`config.mk`:
```
export PLATFORM = sky130hd
export DESIGN_NAME = cmd_retry_arbiter
export DESIGN_NICKNAME = d
export VERILOG_FILES = /design/src/rtl/cmd_retry_arbiter.sv
export SDC_FILE = /design/constraint.sdc
export NUM_CORES = 1
export LEC_CHECK = 0
export BUFFER_PORTS_ARGS = -buffer_cell sky130_fd_sc_hd__buf_2
export CAP_MARGIN = 20
export CELL_PAD_IN_SITES_DETAIL_PLACEMENT = 0
export CELL_PAD_IN_SITES_GLOBAL_PLACEMENT = 1
export CORE_MARGIN = 5
export CORE_UTILIZATION = 37
export DETAILED_ROUTE_END_ITERATION = 16
export PLACE_DENSITY_LB_ADDON = 0.1
export SETUP_SLACK_MARGIN = 0.5
export SLEW_MARGIN = 10
export SYNTH_ARGS = -nofsm -noshare
export SYNTH_HDL_FRONTEND = slang
export SYNTH_SLANG_ARGS = --single-unit
```
`constraint.sdc`:
```
create_clock -name clk -period 3.8 [get_ports clk]
set_input_delay 0.57 -clock clk [delete_from_list [all_inputs] [get_ports clk]]
set_output_delay 0.57 -clock clk [all_outputs]
set_load 0.1 [all_outputs]
```
`src/rtl/cmd_retry_arbiter.sv`:
```
// Arbitrates fresh commands and retries onto one credit-gated, registered TLX command slot.
// Optional macro RETRY_DRAIN_EN: fresh commands also wait while the retry queue is non-empty.
module cmd_retry_arbiter #(
   parameter int TAGW      = 7,
   parameter int CREDITS   = 16,
   parameter int CRW       = 5,
   parameter int RTY_BURST = 4
) (
   input  logic            clk,
   input  logic            reset,
   input  logic            new_valid,
   output logic            new_ready,
   input  logic [TAGW-1:0] new_tag,
   input  logic [1:0]      new_pos,
   output logic            rty_rdy,
   input  logic            rty_valid,
   input  logic [TAGW-1:0] rty_tag,
   input  logic [1:0]      rty_pos,
   input  logic            rty_busy,
   output logic            cmd_valid,
   input  logic            cmd_ready,
   output logic [TAGW-1:0] cmd_tag,
   output logic [1:0]      cmd_pos,
   output logic            cmd_is_retry,
   input  logic            credit_return,
   output logic [CRW-1:0]  credit_cnt,
   output logic            credit_err
);

   localparam int BW = $clog2(RTY_BURST + 1);
   localparam logic [BW-1:0]  BURST_MAX = BW'(RTY_BURST);
   localparam logic [CRW-1:0] CRED_MAX  = CRW'(CREDITS);

   typedef enum logic {EMPTY, FULL} slot_t;

   slot_t         state;
   logic [BW-1:0] burst_cnt;
   logic          can_load;
   logic          starve;
   logic          rty_gnt;
   logic          new_gnt;
   logic          load;

   assign can_load = ((state == EMPTY) || cmd_ready) && (credit_cnt != '0);
   assign starve   = new_valid && (burst_cnt == BURST_MAX);
   assign rty_rdy  = can_load && !starve;
   assign rty_gnt  = rty_valid && rty_rdy;

`ifdef RETRY_DRAIN_EN
   // The burst limit still lets one fresh command through a busy retry queue.
   assign new_ready = can_load && !rty_valid && (!rty_busy || starve);
`else
   logic unused_busy;
   assign unused_busy = rty_busy;
   assign new_ready   = can_load && !rty_valid;
`endif

   assign new_gnt = new_valid && new_ready;
   assign load    = rty_gnt || new_gnt;

   always_ff @(posedge clk or posedge reset) begin
      if (reset) begin
         state        <= EMPTY;
         cmd_valid    <= 1'b0;
         cmd_tag      <= '0;
         cmd_pos      <= '0;
         cmd_is_retry <= 1'b0;
         credit_cnt   <= CRED_MAX;
         credit_err   <= 1'b0;
         burst_cnt    <= '0;
      end else begin
         case (state)
            EMPTY: if (load) state <= FULL;
            FULL:  if (cmd_ready && !load) state <= EMPTY;
            default: state <= EMPTY;
         endcase
         cmd_valid <= load || ((state == FULL) && !cmd_ready);

         if (rty_gnt) begin
            cmd_tag      <= rty_tag;
            cmd_pos      <= rty_pos;
            cmd_is_retry <= 1'b1;
         end else if (new_gnt) begin
            cmd_tag      <= new_tag;
            cmd_pos      <= new_pos;
            cmd_is_retry <= 1'b0;
         end

         // A grant and a return in the same cycle cancel out.
         if (load && !credit_return) begin
            credit_cnt <= credit_cnt - 1'b1;
         end else if (!load && credit_return) begin
            if (credit_cnt == CRED_MAX) credit_err <= 1'b1;
            else                        credit_cnt <= credit_cnt + 1'b1;
         end

         if (!new_valid || new_gnt)
            burst_cnt <= '0;
         else if (rty_gnt && (burst_cnt != BURST_MAX))
            burst_cnt <= burst_cnt + 1'b1;
      end
   end

endmodule

```
==> metrics.csv <==
stage,metric,value,unit
status,status,completed,
timing,setup_ws,0.737,ns
setup_path,criticalPathCategory,reg2reg,
final_layout,antenna_cells,0,
detailed_routing,dr_total_vias,970,
timing,finalCritPeriodShare,80.6,%
global_route,grt_usage,12.7,%
final_layout,final_nets,184,
placed_design,place_ws,0.683,ns
clock_network,cts-htree-levels,1,
final_layout,drive_gt1_share,44.1,%
setup_path,slowest_delay,0.59,ns
detailed_routing,ant_nets,0,
timing,tns,0,ns
detailed_routing,routedWlPerCell,13.8,um
setup_path,r2r-end,credit_cnt[4],
final_layout,area_growth,20.8,%
yosys,syn_avg_cell_area,11.2,um2
global_route,antenna_found_initial,0,
timing,hold_viol,0,
timing,whs,0.406,ns
detailed_routing,wl,2740,um
clock_network,cts_buffers,3,
setup_path,cp_slowest_cell,or4_4,
yosys,syn-instance-count,111,
clock_network,cts_setup_buffers,0,
worst_hold_path,worstHoldPathType,in2async,
clock_network,hold_buffers,0,
global_route,grt_start_max_net_pins,22,
timing,clock_skew,0.00474,ns
setup_path,crit_path_cell_trace,or4_4 -> o21ai_4 -> a21o_4 -> inv_6 -> ha_1 -> xor2_1 -> ha_1 -> and4b_1 -> a221o_1 -> o21ai_0 -> xnor2_1,
timing,slew_headroom,46.8,%
placed_design,hpwl,2100,um
flow_run,cap_violations,0,
detailed_routing,viasPerCell,4.90,
timing,setup_viol_count_final,0,
floorplan,row_count,21,
setup_path,crit_start,credit_cnt[0],
setup_path,reg2reg_depth,11,
timing,finalCriticalPeriod,3.06,ns
yosys,synth.distinct_cells,40,
setup_path,path_common_cell,ha_1,
timing,final_max_slew_viol_count,0,
clock_network,clockBufferDepth,2,
yosys,synth_seq_cells,21,
clock_network,insertion_delay,0.29,ns
timing,rsz0062_at_grt,false,
setup_path,r2r_setup_slack,0.74,ns
global_route,gr-total-overflow,0,
clock_network,ctsResizeCount,0,
floorplan,fp.dieW,67.9,um
placed_design,gp_congestion,0.823,
detailed_routing,dr.pass1.iters,4,
setup_path,critPathCaptureType,flip-flop,
floorplan,die_area,0.00462,mm2
clock_network,cts_root_buf,clkbuf_4,
clock_network,clock-sinks,21,
placed_design,port_buffers,42,
timing,max_freq,326,MHz
floorplan,ioPinCount,44,
final_layout,fillers,325,
setup_path,cp.required,4.03,ns
floorplan,fp.dieH,67.9,um
clock_network,cts_tree,done,
setup_path,cp.arrival,3.29,ns
setup_path,cp_top_family,compound AO/OA/AOI/OAI gates,
yosys,syn-cell-area,0.00124,mm2
clock_network,clk_pin_slew_worst_paths,0.12,ns
detailed_routing,drt_first_iter_violations,44,
global_route,first_global_vias,952,
setup_path,worst-path-buf-inv,1,
timing,worstMarginPinSlew,0.797,ns
setup_path,reg2reg_from,credit_cnt[0],
setup_path,path_max_fanout,11,
floorplan,core,0.00328,mm2
detailed_routing,route.detailed.drc,0,
yosys,ys_seq_area_share,42.4,%
setup_path,start_kind,flip-flop,
global_route,grt_first_pass_wirelength,4480,um
floorplan,start_util,37.8,%
yosys,yosys_warnings,0,
yosys,syn_nets,142,
kinds of logic after synthesis:
kind of cell    after synthesis  synth area share, %
buf+inv                      12                 5.44
xor+xnor                      6                 4.23
fa+ha+maj                     6                 6.04
mux                           1                0.906
compound gates               39                 29.6
simple gates                 26                 11.4
flops                        21                 42.4
area by class of cell:
class                   instances  area [um2]  area share [%]
multi-input cells              78         648            43.2
flip-flops and latches         21         528            35.2
clock buffers                   4        26.3            1.75
inverters                       7        31.3            2.08
repair buffers                 42         210            14.0
well taps                      46        57.6            3.83
how the worst max path moves through the flow:
| stage | to | slack (ns) | depth (start not counted) |
|---|---|---|---|
| after floorplan | credit_cnt[4] | 0.50 | 13 |
| after global placement | credit_cnt[4] | 0.71 | 11 |
| after detailed placement | credit_cnt[4] | 0.68 | 11 |
| after CTS | credit_cnt[4] | 0.70 | 11 |
| after global routing | credit_cnt[4] | 0.57 | 13 |
| final | credit_cnt[4] | 0.74 | 11 |
stage by stage:
step / util [%] / cell area [um2] / std cells
floorplan: - / 1240 / 111
global placement: 44.9 / 1480 / 194
finish: 45.7 / 1500 / 198
detailed placement: 44.9 / 1480 / 194
global route: 45.7 / 1500 / 198
CTS: 45.7 / 1500 / 198
layer usage:
layer	share of wire, %	global-route usage (%)	vias to the layer above	routed length (um)
met1	45	16.9	445	1220
li1	-	-	494	-
met4	0.51	3.72	0	14
met2	46	20.5	29	1260
met5	0	0	-	0
met3	8.8	2.96	2	241
synthesized netlist by cell type:
cell	count	area, um2
a211oi_1	1	7.51
a21boi_0	1	7.51
a21o_1	1	7.51
a21o_4	1	15.0
a21oi_1	3	15.0
a221o_1	1	10.0
a22oi_1	1	7.51
a2bb2oi_2	9	135
a31o_2	1	8.76
a31oi_1	2	12.5
and2_4	1	8.76
and3b_1	1	8.76
and4b_1	1	10.0
buf_2	2	10.0
buf_6	2	22.5
clkbuf_1	1	3.75
dfrtp_1	20	500
dfstp_2	1	26.3
ha_1	6	75.1
inv_1	6	22.5
inv_6	1	8.76
mux2_2	1	11.3
nand2_1	11	41.3
nand2_2	1	6.26
nand2b_1	2	12.5
nand3_1	2	10.0
nor2_1	2	7.51
nor2b_1	1	6.26
nor3_1	1	5.00
nor3b_1	1	7.51
nor4_1	1	6.26
o21a_4	1	15.0
o21ai_0	3	15.0
o21ai_4	1	16.3
o22ai_1	11	68.8
o31a_2	1	10.0
o32ai_2	1	16.3
or4_4	1	11.3
xnor2_1	3	26.3
xor2_1	3	26.3
flip-flops by register name, indices dropped and copies added (netlist names):
name          count
cmd_tag           7
credit_cnt        5
burst_cnt         3
cmd_pos           2
cmd_is_retry      1
cmd_valid         1
credit_err        1
state             1
worst register-to-register path: stages, from the launching register on:
cell,delay [ns]
dfrtp_1,0.48
or4_4,0.59
o21ai_4,0.19
a21o_4,0.15
inv_6,0.07
ha_1,0.29
xor2_1,0.18
ha_1,0.23
and4b_1,0.19
a221o_1,0.25
o21ai_0,0.21
xnor2_1,0.15
cell usage in the layout (no fill, tap or decap), types with 2 or more instances in the layout:
master     Yosys  final
nand2b_1       2      2
ha_1           6      6
inv_1          6      6
nand2_1       11     11
a31oi_1        2      2
clkbuf_4       0      3
o22ai_1       11     11
xnor2_1        3      3
a21oi_1        3      3
nand3_1        2      2
nor2_1         2      2
buf_2          2     42
xor2_1         3      3
dfrtp_1       20     19
o21ai_0        3      3
a2bb2oi_2      9      9
Power is left out: the tool's default activity adds up to more than one toggle a clock period on the data nets, which glitch-free logic cannot reach.
